[src/rtl/alu_seq_pkg.sv]
// Shared types and constants for the ALU command sequencer.
package alu_seq_pkg;

  localparam logic [7:0] CMD_ALU_DEFAULT = 8'hCC;
  localparam int         ALU_FUN_W       = 4;

  typedef enum logic [2:0] {
    S_IDLE     = 3'd0,
    S_GET_A    = 3'd1,
    S_GET_B    = 3'd2,
    S_GET_FUN  = 3'd3,
    S_ALU_WAIT = 3'd4,
    S_SEND_LO  = 3'd5,
    S_SEND_HI  = 3'd6
  } seq_state_e;

endpackage

[src/rtl/seq_timeout_cnt.sv]
// Inter-byte timeout down-counter for the ALU command sequencer.
// Only instantiated when ALU_SEQ_TIMEOUT_EN is defined.
// clr reloads the count; each enabled cycle decrements it; expire flags the
// enabled cycle that is the CYC-1'th cycle since the clearing byte (the
// clearing cycle itself counts as the first of the CYC cycles).
module seq_timeout_cnt #(
  parameter int CYC = 1024
) (
  input  logic CLK,
  input  logic RST,
  input  logic clr,
  input  logic en,
  output logic expire
);

  localparam int                CNT_W = (CYC > 2) ? $clog2(CYC - 1) : 1;
  localparam logic [CNT_W-1:0]  LOAD  = CNT_W'(CYC - 2);

  logic [CNT_W-1:0] cnt;

  assign expire = en && (cnt == '0);

  // Reload on clear, otherwise count down while enabled and stop at zero.
  always_ff @(posedge CLK) begin
    if (!RST) begin
      cnt <= LOAD;
    end else if (clr) begin
      cnt <= LOAD;
    end else if (en && (cnt != '0)) begin
      cnt <= cnt - CNT_W'(1);
    end
  end

endmodule

[src/rtl/alu_cmd_sequencer.sv]
// Byte-level command controller: parses {CMD, A, B, FUN} frames from the RX
// stream, fires the shared ALU for one cycle, and writes the 16-bit result to
// the TX FIFO as two bytes, LSB first.
// Optional inter-byte timeout: define ALU_SEQ_TIMEOUT_EN.
//
// state      | meaning
// -----------+-----------------------------------------------------------
// S_IDLE     | waiting for the command byte, other bytes discarded
// S_GET_A    | next RX byte is operand A
// S_GET_B    | next RX byte is operand B
// S_GET_FUN  | next RX byte carries the function code, then fire the ALU
// S_ALU_WAIT | ALU enabled, waiting for its valid result
// S_SEND_LO  | write result LSB when the FIFO has room
// S_SEND_HI  | write result MSB when the FIFO has room
module alu_cmd_sequencer
  import alu_seq_pkg::*;
#(
  parameter int                DATA_W      = 8,
  parameter int                RES_W       = 16,
  parameter logic [DATA_W-1:0] CMD_ALU     = CMD_ALU_DEFAULT,
  parameter int                TIMEOUT_CYC = 1024
) (
  input  logic                 CLK,
  input  logic                 RST,
  input  logic [DATA_W-1:0]    RX_P_DATA,
  input  logic                 RX_D_VLD,
  input  logic [RES_W-1:0]     ALU_OUT,
  input  logic                 OUT_VALID,
  input  logic                 FIFO_FULL,
  output logic [DATA_W-1:0]    ALU_A,
  output logic [DATA_W-1:0]    ALU_B,
  output logic [ALU_FUN_W-1:0] ALU_FUN,
  output logic                 ALU_EN,
  output logic [DATA_W-1:0]    TX_P_DATA,
  output logic                 TX_D_VLD,
  output logic                 BUSY,
  output logic                 FRAME_ERR
);

  if ((RES_W != 2 * DATA_W) || (TIMEOUT_CYC < 2)) begin : g_bad_params
    $error("alu_cmd_sequencer: RES_W must equal 2*DATA_W and TIMEOUT_CYC must be >= 2");
  end

  seq_state_e       state;
  logic [RES_W-1:0] result;
  logic             in_frame;
  logic             rx_accept;
  logic             timeout;

  assign in_frame  = (state == S_GET_A) || (state == S_GET_B) || (state == S_GET_FUN);
  assign rx_accept = RX_D_VLD && (in_frame || ((state == S_IDLE) && (RX_P_DATA == CMD_ALU)));

`ifdef ALU_SEQ_TIMEOUT_EN
  logic cnt_en;

  assign cnt_en = in_frame && !rx_accept;

  seq_timeout_cnt #(
    .CYC (TIMEOUT_CYC)
  ) u_timeout (
    .CLK    (CLK),
    .RST    (RST),
    .clr    (rx_accept),
    .en     (cnt_en),
    .expire (timeout)
  );
`else
  assign timeout = 1'b0;
`endif

  // The write strobe is gated by the live FIFO_FULL so it can never coincide
  // with a full FIFO, and by RST so a reset in a send state suppresses the write.
  assign TX_D_VLD  = RST && !FIFO_FULL && ((state == S_SEND_LO) || (state == S_SEND_HI));
  assign TX_P_DATA = (state == S_SEND_HI) ? result[RES_W-1:DATA_W] :
                     (state == S_SEND_LO) ? result[DATA_W-1:0]     : '0;
  assign BUSY      = (state != S_IDLE);

  // Frame parser, ALU handshake and result capture.
  always_ff @(posedge CLK) begin
    if (!RST) begin
      state     <= S_IDLE;
      ALU_A     <= '0;
      ALU_B     <= '0;
      ALU_FUN   <= '0;
      ALU_EN    <= 1'b0;
      FRAME_ERR <= 1'b0;
      result    <= '0;
    end else begin
      ALU_EN    <= 1'b0;
      FRAME_ERR <= 1'b0;
      case (state)
        S_IDLE: begin
          if (rx_accept) state <= S_GET_A;
        end
        S_GET_A: begin
          if (RX_D_VLD) begin
            ALU_A <= RX_P_DATA;
            state <= S_GET_B;
          end else if (timeout) begin
            FRAME_ERR <= 1'b1;
            state     <= S_IDLE;
          end
        end
        S_GET_B: begin
          if (RX_D_VLD) begin
            ALU_B <= RX_P_DATA;
            state <= S_GET_FUN;
          end else if (timeout) begin
            FRAME_ERR <= 1'b1;
            state     <= S_IDLE;
          end
        end
        S_GET_FUN: begin
          if (RX_D_VLD) begin
            ALU_FUN <= RX_P_DATA[ALU_FUN_W-1:0];
            ALU_EN  <= 1'b1;
            state   <= S_ALU_WAIT;
          end else if (timeout) begin
            FRAME_ERR <= 1'b1;
            state     <= S_IDLE;
          end
        end
        S_ALU_WAIT: begin
          // A valid coinciding with our own enable belongs to an older operation.
          if (OUT_VALID && !ALU_EN) begin
            result <= ALU_OUT;
            state  <= S_SEND_LO;
          end
        end
        S_SEND_LO: begin
          if (!FIFO_FULL) state <= S_SEND_HI;
        end
        S_SEND_HI: begin
          if (!FIFO_FULL) state <= S_IDLE;
        end
        default: state <= S_IDLE;
      endcase
    end
  end

endmodule

[config.mk]
export PLATFORM = sky130hd
export DESIGN_NAME = alu_cmd_sequencer
export DESIGN_NICKNAME = d
export VERILOG_FILES = /design/src/rtl/alu_seq_pkg.sv /design/src/rtl/seq_timeout_cnt.sv /design/src/rtl/alu_cmd_sequencer.sv
export SDC_FILE = /design/constraint.sdc
export NUM_CORES = 1
export LEC_CHECK = 0
export BUFFER_PORTS_ARGS = -buffer_cell sky130_fd_sc_hd__buf_2
export CAP_MARGIN = 20
export CELL_PAD_IN_SITES_DETAIL_PLACEMENT = 1
export CELL_PAD_IN_SITES_GLOBAL_PLACEMENT = 1
export CORE_MARGIN = 5
export CORE_UTILIZATION = 30
export DETAILED_ROUTE_END_ITERATION = 8
export PLACE_DENSITY = 0.81
export SLEW_MARGIN = 20
export SYNTH_ARGS = -nofsm -noshare
export SYNTH_HDL_FRONTEND = slang
export SYNTH_SLANG_ARGS = --single-unit
export TNS_END_PERCENT = 5
[constraint.sdc]
create_clock -name CLK -period 4.3 [get_ports CLK]
set_input_delay 1.29 -clock CLK [delete_from_list [all_inputs] [get_ports CLK]]
set_output_delay 1.29 -clock CLK [all_outputs]
set_load 0.01 [all_outputs]
### After elaboration in Yosys (flattened, before gate mapping)

Cells that the tools add are included.

* equality and inequality tests: 14
* mux-type cells: 11
* reduce and logical (&&, ||, !) cells: 19

Operators with widths (count)
* 2-to-1 mux 3 bit: 7
* case mux 3 bit (7 select lines): 1
* 2-to-1 mux 8 bit: 2
* != test 2 bit, second input constant: 7
* AND reduction 2 bit: 5
* equality test 3 bit, second input constant: 3
* equality test 8 bit, second input constant: 1
* AND reduction 7 bit: 1
* equality test 3 x 2 -> 1 bit, second input constant: 2
* logical AND 1 bit: 5
* logical OR 1 bit: 4
* equality test 3 x 1 -> 1 bit, second input constant: 1
* logical NOT 3 bit: 1
* nonzero test 3 bit: 1
* logical NOT 1 bit: 2
* 2-to-1 mux 1 bit: 1

* bits in registers: 40
* bits of input ports: 29
* output and inout bits: 32
* word-level logic and storage cells: 50

### Longest topological paths before layout

Gate-level depths: netlist of run 1.

* depth in word-level cells: 7
* depth in mapped cells: 6
* depth with buffers taken out: 4

### Worst setup path before layout of run 1

No wires, ideal clock.

* path kind: in2out
* start: input port RST
* end: output port TX_D_VLD
* data arrival time: 1768 ps
* data required time: 3010 ps
* slack: 1242 ps
* stages: 3
* path buffers: 1
* path through: inv_1 clkbuf_1 nor2_1

* longest elaborated chain between the ends: 2

RTL lines
* from (decl): RTL line alu_cmd_sequencer.sv:24 `input logic RST,`
* logical AND 1 bit (2 in series): RTL line alu_cmd_sequencer.sv:73 `assign TX_D_VLD = RST && !FIFO_FULL && ((state == S_SEND_LO) || (state == S_SEND_HI));`
* to (decl): RTL line alu_cmd_sequencer.sv:35 `output logic TX_D_VLD,`

Every way passes these cells.

### Final worst setup path of run 1

* start: register state[0]
* end: output port TX_D_VLD

* longest elaborated chain between the ends: 3
* elaborated cells between the ends (all ways): 4
* classes of those cells: eq/ne (2); reduce/logical (2)

RTL lines
* from (decl): RTL line alu_cmd_sequencer.sv:44 `seq_state_e state;`
* from (signal assigned): RTL line alu_cmd_sequencer.sv:81 `state <= S_IDLE;`
* from (signal assigned): RTL line alu_cmd_sequencer.sv:93 `if (rx_accept) state <= S_GET_A;`
* from (signal assigned): RTL line alu_cmd_sequencer.sv:98 `state <= S_GET_B;`
* equality test 3 bit: RTL line alu_cmd_sequencer.sv:73
* logical OR 1 bit (*): RTL line alu_cmd_sequencer.sv:73
* logical AND 1 bit (*): RTL line alu_cmd_sequencer.sv:73

Mark *: on every way between the ends. The rest lies on a longest branch, timed or not.

==> flow_metrics.py, run 1 <==
metrics = {
    "power": {
        "seq_power_share": 0.554,
        "clkPwrFrac": 0.402,
        "switching_power_w": 0.000143,
        "netSwitchingFraction": 0.214,
        "p_per_area_nw_per_um2": 323,
        "internal_power_w": 0.000525,
        "leakage_nw": 1.00,
        "vdd_drop_max_mv": 0.119,
        "comb_power_share": 0.043,
    },
    "layout": {
        "drive_gt1_frac": 0.278,
        "layout_common_cells": "buf_2 (59), dfxtp_1 (40), nand2_1 (36), nor2_1 (23)",
        "mostFrequentLayoutCell": "buf_2",
        "area_delta_synth_final_pct": 24.7,
        "num_antenna_cells": 0,
        "fin_nets": 274,
        "fin_util": 0.380,
        "multi_input_area_um2": 767,
        "regArea_um2": 801,
        "num-fill-cells": 670,
    },
    "synthesis": {
        "yosys.area.top_type_share": 0.483,
        "synth_top_area_cell": "dfxtp_1",
        "seq_area_frac_synth": 0.483,
        "ys_warn_count": 0,
        "synthCells": 192,
        "synth.distinct_cells": 24,
        "syn-num-nets": 221,
        "synth_edf_count": 0,
        "ys_ff_latch": 40,
        "async_flop_share": 0,
        "syn_avg_cell_area_um2": 8.64,
        "synth_area_leaders": "dfxtp_1 (48%), mux2i_1 (12%), nand2_1 (8.1%), a21oi_1 (6.0%), nor2_1 (5.2%)",
        "syn_area_um2": 1660,
        "synth-main-ff-cell": "dfxtp_1",
    },
    "routing": {
        "dr.pass1.iters": 4,
        "first_iter_violations": 96,
        "vias": 1475,
        "route.met2.wl_um": 2270,
        "drt-met1-wl_um": 1920,
        "detail_route.wl_per_cell_um": 14.0,
        "wirelength_um": 4450,
        "viasPerCell": 4.65,
        "met3_length_um": 155,
        "top_layer_used": "met4",
        "drc": 0,
        "ant_nets": 0,
    },
    "critical_path": {
        "crit_path_max_incr_delay_ps": 770,
        "crit_fanout": 12,
        "crit_arrival_ps": 2060,
        "regToRegEndpoint": "ALU_A[3]$_SDFFE_PN0P_",
        "startpoint_type": "register",
        "reg2reg_slack_ps": 2290,
        "critPathRequiredTime_ps": 3010,
        "cp_slowest_cell": "nor2b_1",
        "criticalPathCategory": "register to output port",
        "reg2regPathDepth": 4,
        "setup.worst_path.end_class": "output port",
        "crit_chain": "nor2b_1, o21ai_0, nor2_1, buf_2",
        "r2r_start": "state[0]$_SDFFE_PN0P_",
    },
    "worst_hold_path": {
        "min_to": "ALU_B[2]$_SDFFE_PN0P_",
        "holdCritPathClass": "register to register",
        "min-delay-start": "ALU_B[2]$_SDFFE_PN0P_",
        "holdPathStages": 2,
    },
    "sta": {
        "clock.fmax_mhz": 298,
        "setup_viol": 0,
        "rsz0062_at_grt": "no",
        "skew_ps": 2.46,
        "tightest_slew_ps": 908,
        "final-hold-violation-count": 0,
        "period_needed_ps": 3350,
        "setup_tns_ps": 0,
        "relSlewSlack": 0.394,
        "fin_ws_ps": 947,
        "timing.final.crit_share": 0.780,
        "slew_violations": 0,
    },
    "cts": {
        "root_buffer": "clkbuf_8",
        "cts_resized": 0,
        "path_clk_slew_ps": 70,
        "cts_tree": "yes",
        "clock_latency_ps": 290,
        "hold_buffers": 0,
        "cts_max_level": 2,
        "post_cts_buffers": 0,
        "clockBufferDepth": 2,
        "clock_sinks": 40,
        "numCtsBuffers": 5,
    },
    "global_routing": {
        "antenna_found_initial": 0,
        "grt.total_usage": 0.132,
        "grt_max_degree": 41,
        "grt_pass1_wl_um": 7510,
        "grt_pass1_vias": 1617,
        "grt.overflow.total": 0,
    },
    "floorplan": {
        "io_pins": 61,
        "start_util": 0.305,
        "die-height_um": 84.4,
        "row_count": 27,
        "dieArea_um2": 7120,
        "fp.dieW_um": 84.4,
        "core_area_um2": 5440,
    },
    "outcome": {
        "status": "finished clean",
    },
    "placement": {
        "globalplace.congestion": 0.742,
        "port-buffer-count": 59,
        "pre_cts_ws_ps": 972,
        "post-dp-hpwl_um": 3290,
    },
    "job": {
        "maxCapViolations": 0,
    },
}
-- critical path, delay by kind of cell, from the launching register on --
| kind | cells | cell delay, ps |
|---|---|---|
| AND/OR/NAND/NOR | 2 | 900 |
| flip-flops | 1 | 470 |
| AO/OA/AOI/OAI | 1 | 250 |
| buffers and inverters | 1 | 150 |
-- area by class of cell --
cell class | count | share of cell area
flip-flops and latches | 40 | 0.387
multi-input cells | 135 | 0.371
repair buffers | 60 | 0.146
clock buffers | 7 | 0.0466
well taps | 72 | 0.0436
inverters | 3 | 0.00544
-- flip-flops by register name (all words and copies together) (netlist names) --
register  count
ALU_A         8
ALU_EN        1
result       16
state         3
ALU_FUN       4
ALU_B         8
-- worst max path at each step --
stage / from / end / cells past startpoint
2_1_floorplan: RST / TX_D_VLD / 3
3_3_place_gp: FIFO_FULL / TX_D_VLD / 5
3_5_place_dp: FIFO_FULL / TX_D_VLD / 5
4_1_cts: state[0]$_SDFFE_PN0P_ / TX_D_VLD / 4
5_1_grt: state[0]$_SDFFE_PN0P_ / TX_P_DATA[0] / 4
6_report: state[0]$_SDFFE_PN0P_ / TX_D_VLD / 4
-- cells by family after synthesis --
| family | Yosys count | share of synthesized area |
|---|---|---|
| DFF | 40 | 0.483 |
| muxes | 20 | 0.121 |
| AOI/OAI and AO/OA | 34 | 0.120 |
| buffers and inverters | 17 | 0.0550 |
| and+or+nand+nor | 80 | 0.219 |
| other | 1 | 0.00226 |
-- power groups by stage --
stage / combinational [W] / clock (W) / sequential (W)
2_1_floorplan: 0.0000105 / 0 / 0.000379
3_3_place_gp: 0.0000295 / 0 / 0.000379
3_5_place_dp: 0.0000292 / 0 / 0.000379
4_1_cts: 0.0000293 / 0.000281 / 0.000371
5_1_grt: 0.0000321 / 0.000296 / 0.000371
6_report: 0.0000289 / 0.000269 / 0.000371
-- synth_stat cells, drive strengths merged (2+ instances only) --
master	count
nor3b	2
nor2b	12
mux2i	20
clkbuf	9
and2	2
dfxtp	40
o21ai	3
a21oi	20
nor2	23
a22oi	8
nand2	36
inv	3
buf	5
-- per-stage QoR --
stage                     instance area [um2]  hold slack [ps]  power, W  cells
after CTS                                2070              455  0.000681    317
after detailed placement                 1970              444  0.000409    310
after global placement                   1970              441  0.000409    310
after floorplan                          1660              464  0.000390    192
after global routing                     2070              485  0.000699    317
final                                    2070              451  0.000669    317
-- layer usage --
| metal | global-route usage | vias to the layer above |
|---|---|---|
| met2 | 0.230 | 24 |
| met5 | 0 | - |
| li1 | - | 739 |
| met3 | 0.0324 | 8 |
| met1 | 0.148 | 704 |
| met4 | 0.0691 | 0 |
Note: power is estimated with default switching activity, not from simulation.
==> run 2, diff against run 1 <==
==> constraint.sdc (replaced) <==
create_clock -name CLK -period 3.1 [get_ports CLK]
set_input_delay 0.93 -clock CLK [delete_from_list [all_inputs] [get_ports CLK]]
set_output_delay 0.93 -clock CLK [all_outputs]
set_load 0.01 [all_outputs]
==> flow_metrics.py, run 2 (synthesis gave the netlist of run 1 again) <==
metrics = {
    "layout": {
        "area_delta_synth_final_pct": 24.4,
        "top_register": "result",
        "mostFrequentLayoutCell": "buf_2",
        "num_antenna_cells": 0,
        "drive_gt1_frac": 0.279,
        "stdcell_count": 319,
        "largest_reg_flops": 16,
        "layout_common_cells": "buf_2 (59), dfxtp_1 (40), nand2_1 (36), nor2_1 (23)",
        "reg_top3": "result (16), ALU_A (8), ALU_B (8)",
        "num-fill-cells": 680,
        "fin_nets": 276,
    },
    "cts": {
        "path_clk_slew_ps": 70,
        "cts_tree": "yes",
        "post_cts_buffers": 0,
        "numCtsBuffers": 5,
        "clockBufferDepth": 2,
        "cts_resized": 0,
        "hold_buffers": 0,
        "clock_latency_ps": 290,
        "clock_sinks": 40,
        "cts_max_level": 2,
        "root_buffer": "clkbuf_8",
    },
    "worst_hold_path": {
        "holdCritPathClass": "register to register",
        "holdPathStages": 2,
        "min-delay-start": "ALU_B[2]$_SDFFE_PN0P_",
        "min_to": "ALU_B[2]$_SDFFE_PN0P_",
    },
    "power": {
        "netSwitchingFraction": 0.223,
        "switching_power_w": 0.000196,
        "p_per_area_nw_per_um2": 426,
        "leakage_nw": 1.00,
        "comb_power_share": 0.047,
        "seq_power_share": 0.585,
        "vdd_drop_max_mv": 0.223,
        "clkPwrFrac": 0.369,
        "internal_power_w": 0.000684,
    },
    "sta": {
        "clock.fmax_mhz": 389,
        "slew_violations": 0,
        "final-hold-violation-count": 0,
        "timing.final.crit_share": 0.830,
        "period_needed_ps": 2570,
        "skew_ps": 7.17,
        "setup_tns_ps": 0,
        "setup_viol": 0,
        "rsz0062_at_grt": "no",
    },
    "floorplan": {
        "die-height_um": 84.4,
        "row_count": 27,
        "dieArea_um2": 7120,
        "core_area_um2": 5440,
        "io_pins": 61,
        "fp.dieW_um": 84.4,
        "start_util": 0.305,
    },
    "critical_path": {
        "cp_num_buf_inv": 2,
        "r2r_start": "state[2]$_SDFFE_PN0P_",
        "reg2regPathDepth": 3,
        "crit_chain": "buf_2, nor2b_1, o21ai_0, nor2_1, buf_2",
        "crit_path_max_incr_delay_ps": 200,
        "cp_slowest_cell": "nor2b_1",
        "crit_fanout": 4,
        "crit_arrival_ps": 1640,
        "critPathLaunch": "FIFO_FULL",
        "crit_top_cell": "buf_2",
        "regToRegEndpoint": "result[8]$_SDFFE_PN0P_",
        "reg2reg_slack_ps": 1390,
        "startpoint_type": "primary input",
        "path_delay_family": "simple AND/OR/NAND/NOR gates",
        "criticalPathCategory": "primary input to output port",
        "setup.worst_path.end_class": "output port",
        "critPathRequiredTime_ps": 2170,
    },
    "placement": {
        "port-buffer-count": 59,
        "globalplace.congestion": 0.767,
        "dp.cells": 312,
        "post-dp-hpwl_um": 3300,
    },
    "routing": {
        "wirelength_um": 4440,
        "first_iter_violations": 82,
        "vias": 1474,
        "detail_route.wl_per_cell_um": 13.9,
        "viasPerCell": 4.62,
        "drc": 0,
        "ant_nets": 0,
        "dr.pass1.iters": 4,
    },
    "global_routing": {
        "grt_pass1_wl_um": 7490,
        "grt_max_degree": 41,
        "grt.total_usage": 0.130,
        "antenna_found_initial": 0,
        "grt.overflow.total": 0,
        "grt_pass1_vias": 1555,
    },
    "outcome": {
        "status": "finished clean",
    },
    "job": {
        "maxCapViolations": 0,
    },
}
[run 2: cell count changes in the layout (fill, tap and decap cells not counted), sizes merged]
cell    previous run  this run
buf               60        62
clkbuf             7         6
clkinv             0         1
[run 2: worst max-delay path by stage]
stage                     endpoint  slack [ps]  depth (start not counted)
final                     TX_D_VLD         530                          5
after global routing      TX_D_VLD         390                          4
after CTS                 TX_D_VLD         520                          5
after detailed placement  TX_D_VLD         520                          5
after global placement    TX_D_VLD         540                          5
after floorplan           TX_D_VLD         760                          3
[run 2: power groups by stage]
| stage | clock [W] | combinational, W | sequential (W) |
|---|---|---|---|
| floorplan | 0 | 0.0000145 | 0.000526 |
| global placement | 0 | 0.0000412 | 0.000526 |
| detailed placement | 0 | 0.0000413 | 0.000526 |
| CTS | 0.000339 | 0.0000414 | 0.000514 |
| global route | 0.000361 | 0.0000452 | 0.000514 |
| finish | 0.000324 | 0.0000411 | 0.000514 |
[run 2: through the flow]
step                worst slack, ps  area [um2]  hold slack [ps]   util  power (W)
finish                          527        2060              456  0.380   0.000880
CTS                             521        2060              458  0.380   0.000895
global placement                540        1990              440  0.365   0.000567
detailed placement              521        1990              447  0.365   0.000568
floorplan                       762        1660              464      -   0.000541
global route                    391        2060              490  0.380   0.000920
[run 2: worst reg2reg max path, cell delays in order (launching register included)]
cell and delay, ps:
dfxtp_1 620, or4b_4 700, mux2i_1 210, nor2_1 60
[run 2: area by class of cell]
type | instances | area, um2 | share of cell area
Multi-Input combinational cell | 135 | 767 | 0.372
Sequential cell | 40 | 801 | 0.388
Timing Repair Buffer | 62 | 318 | 0.154
Clock inverter | 1 | 5.00 | 0.00242
Clock buffer | 6 | 72.6 | 0.0352
Tap cell | 72 | 90.1 | 0.0436
Inverter | 3 | 11.3 | 0.00545
[run 2: routing by layer]
layer / share of wire / global-route usage / routed length [um]
met1: 0.44 / 0.159 / 1970
met3: 0.027 / 0.0275 / 120
met4: 0.019 / 0.0576 / 83
met5: 0 / 0 / 0
met2: 0.51 / 0.219 / 2270
==> run 3, diff against run 2 <==
--- a/config.mk
+++ b/config.mk
@@ -12,7 +12,7 @@
 export CORE_MARGIN = 5
 export CORE_UTILIZATION = 30
 export DETAILED_ROUTE_END_ITERATION = 8
-export PLACE_DENSITY = 0.81
+export PLACE_DENSITY = 0.84
 export SLEW_MARGIN = 20
 export SYNTH_ARGS = -nofsm -noshare
 export SYNTH_HDL_FRONTEND = slang
==> constraint.sdc (replaced) <==
create_clock -name CLK -period 2.35 [get_ports CLK]
set_input_delay 0.705 -clock CLK [delete_from_list [all_inputs] [get_ports CLK]]
set_output_delay 0.705 -clock CLK [all_outputs]
set_load 0.01 [all_outputs]
==> flow_metrics.py, run 3 (synthesis gave the netlist of run 1 again) <==
metrics = {
    "floorplan": {
        "die-height_um": 84.4,
        "fp.dieW_um": 84.4,
        "core_area_um2": 5440,
        "io_pins": 61,
        "row_count": 27,
        "start_util": 0.305,
        "dieArea_um2": 7120,
    },
    "cts": {
        "numCtsBuffers": 5,
        "cts_tree": "yes",
        "root_buffer": "clkbuf_8",
        "path_clk_slew_ps": 80,
        "clockBufferDepth": 2,
        "clock_latency_ps": 280,
        "post_cts_buffers": 0,
        "cts_max_level": 2,
        "clock_sinks": 40,
    },
    "critical_path": {
        "crit_fanout": 10,
        "regToRegEndpoint": "result[10]$_SDFFE_PN0P_",
        "crit_path_max_incr_delay_ps": 410,
        "cp_num_buf_inv": 2,
        "reg2regPathDepth": 4,
        "r2r_start": "ALU_EN$_SDFF_PN0_",
        "cp_slowest_cell": "dfxtp_2",
        "crit_arrival_ps": 1470,
        "setup.worst_path.end_class": "output port",
        "crit_top_cell": "nor2b_1",
        "reg2reg_slack_ps": 790,
        "path_delay_family": "flip-flops",
        "startpoint_type": "register",
        "crit_chain": "nor2b_1, buf_4, a22oi_1, nor2b_1, buf_2",
        "critPathRequiredTime_ps": 1640,
        "criticalPathCategory": "register to output port",
    },
    "layout": {
        "layout_common_cells": "buf_2 (59), dfxtp_1 (37), nand2_1 (36), nor2_1 (23)",
        "num_antenna_cells": 0,
        "top_register": "result",
        "largest_reg_flops": 16,
        "reg_top3": "result (16), ALU_A (8), ALU_B (8)",
        "drive_gt1_frac": 0.304,
        "mostFrequentLayoutCell": "buf_2",
        "num-fill-cells": 672,
        "fin_nets": 278,
        "regArea_um2": 805,
        "multi_input_area_um2": 767,
        "area_delta_synth_final_pct": 26.5,
    },
    "global_routing": {
        "grt.total_usage": 0.133,
        "grt.overflow.total": 0,
        "grt_pass1_vias": 1598,
        "grt_max_degree": 41,
        "antenna_found_initial": 0,
        "grt_pass1_wl_um": 7710,
    },
    "sta": {
        "rsz0062_at_grt": "no",
        "skew_ps": 3.23,
        "slew_violations": 0,
        "clock.fmax_mhz": 460,
        "setup_viol": 0,
        "setup_tns_ps": 0,
        "final-hold-violation-count": 0,
        "timing.final.crit_share": 0.925,
        "holdWs_ps": 452,
        "period_needed_ps": 2170,
    },
    "outcome": {
        "status": "finished clean",
    },
    "worst_hold_path": {
        "min-delay-start": "ALU_B[2]$_SDFFE_PN0P_",
        "holdCritPathClass": "register to register",
        "holdPathStages": 2,
        "min_to": "ALU_B[2]$_SDFFE_PN0P_",
    },
    "routing": {
        "viasPerCell": 4.69,
        "first_iter_violations": 64,
        "detail_route.wl_per_cell_um": 14.1,
        "dr.pass1.iters": 4,
        "ant_nets": 0,
        "drc": 0,
        "vias": 1509,
        "wirelength_um": 4550,
    },
    "power": {
        "vdd_drop_max_mv": 0.381,
        "p_per_area_nw_per_um2": 571,
        "leakage_nw": 1.03,
    },
    "placement": {
        "port-buffer-count": 59,
        "globalplace.congestion": 0.768,
        "post-dp-hpwl_um": 3440,
    },
    "job": {
        "maxCapViolations": 0,
    },
}
==> run 3: worst min-delay path: cells and delay by family, from the launching register on <==
kind             cells  cell delay (ps)
flip-flops           1              310
AO/OA/AOI/OAI        1               50
AND/OR/NAND/NOR      1               50
==> run 3: layout make-up <==
class / instances / share of cell area
well taps: 72 / 0.0429
inverters: 3 / 0.00537
clock inverters: 2 / 0.00477
repair buffers: 64 / 0.159
clock buffers: 6 / 0.0394
flip-flops and latches: 40 / 0.383
multi-input cells: 135 / 0.366
==> run 3: routing by layer <==
metal,up-vias,GRT usage,routed length (um)
met3,5,0.0314,126
met4,0,0.0388,60
li1,751,-,-
met5,-,0,0
met1,724,0.166,2070
met2,29,0.228,2300
==> run 3: report_power, final <==
part	internal (W)	switching, W	leakage [nW]
registers	0.000678	0.000000566	0.324
logic	0.0000236	0.0000330	0.651
clock network	0.000234	0.000229	0.0510
total	0.000935	0.000263	1.03
==> run 3: how the worst max path moves through the flow <==
stage	startpoint	end	slack, ps	cells past startpoint
4_1_cts	state[2]$_SDFFE_PN0P_	TX_D_VLD	40	4
3_3_place_gp	FIFO_FULL	TX_D_VLD	320	5
6_report	state[1]$_SDFFE_PN0P_	TX_P_DATA[3]	180	5
5_1_grt	state[1]$_SDFFE_PN0P_	TX_P_DATA[5]	30	5
2_1_floorplan	state[1]$_SDFFE_PN0P_	TX_P_DATA[0]	450	5
3_5_place_dp	FIFO_FULL	TX_D_VLD	250	5
==> run 3: what timing repair did <==
action                                  CTS  global route
hold buffers                              0             0
endpoints found under the setup margin    0             9
resized for setup                         0             3
==> run 3: metrics by stage <==
stage | power, W | cell area, um2 | std cells | setup WS, ps | util
CTS | 0.00121 | 2090 | 322 | 39.4 | 0.385
global route | 0.00124 | 2100 | 322 | 25.1 | 0.386
floorplan | 0.000713 | 1660 | 192 | 452 | -
global placement | 0.000750 | 2000 | 314 | 321 | 0.368
finish | 0.00120 | 2100 | 322 | 175 | 0.386
detailed placement | 0.000751 | 2000 | 314 | 247 | 0.368
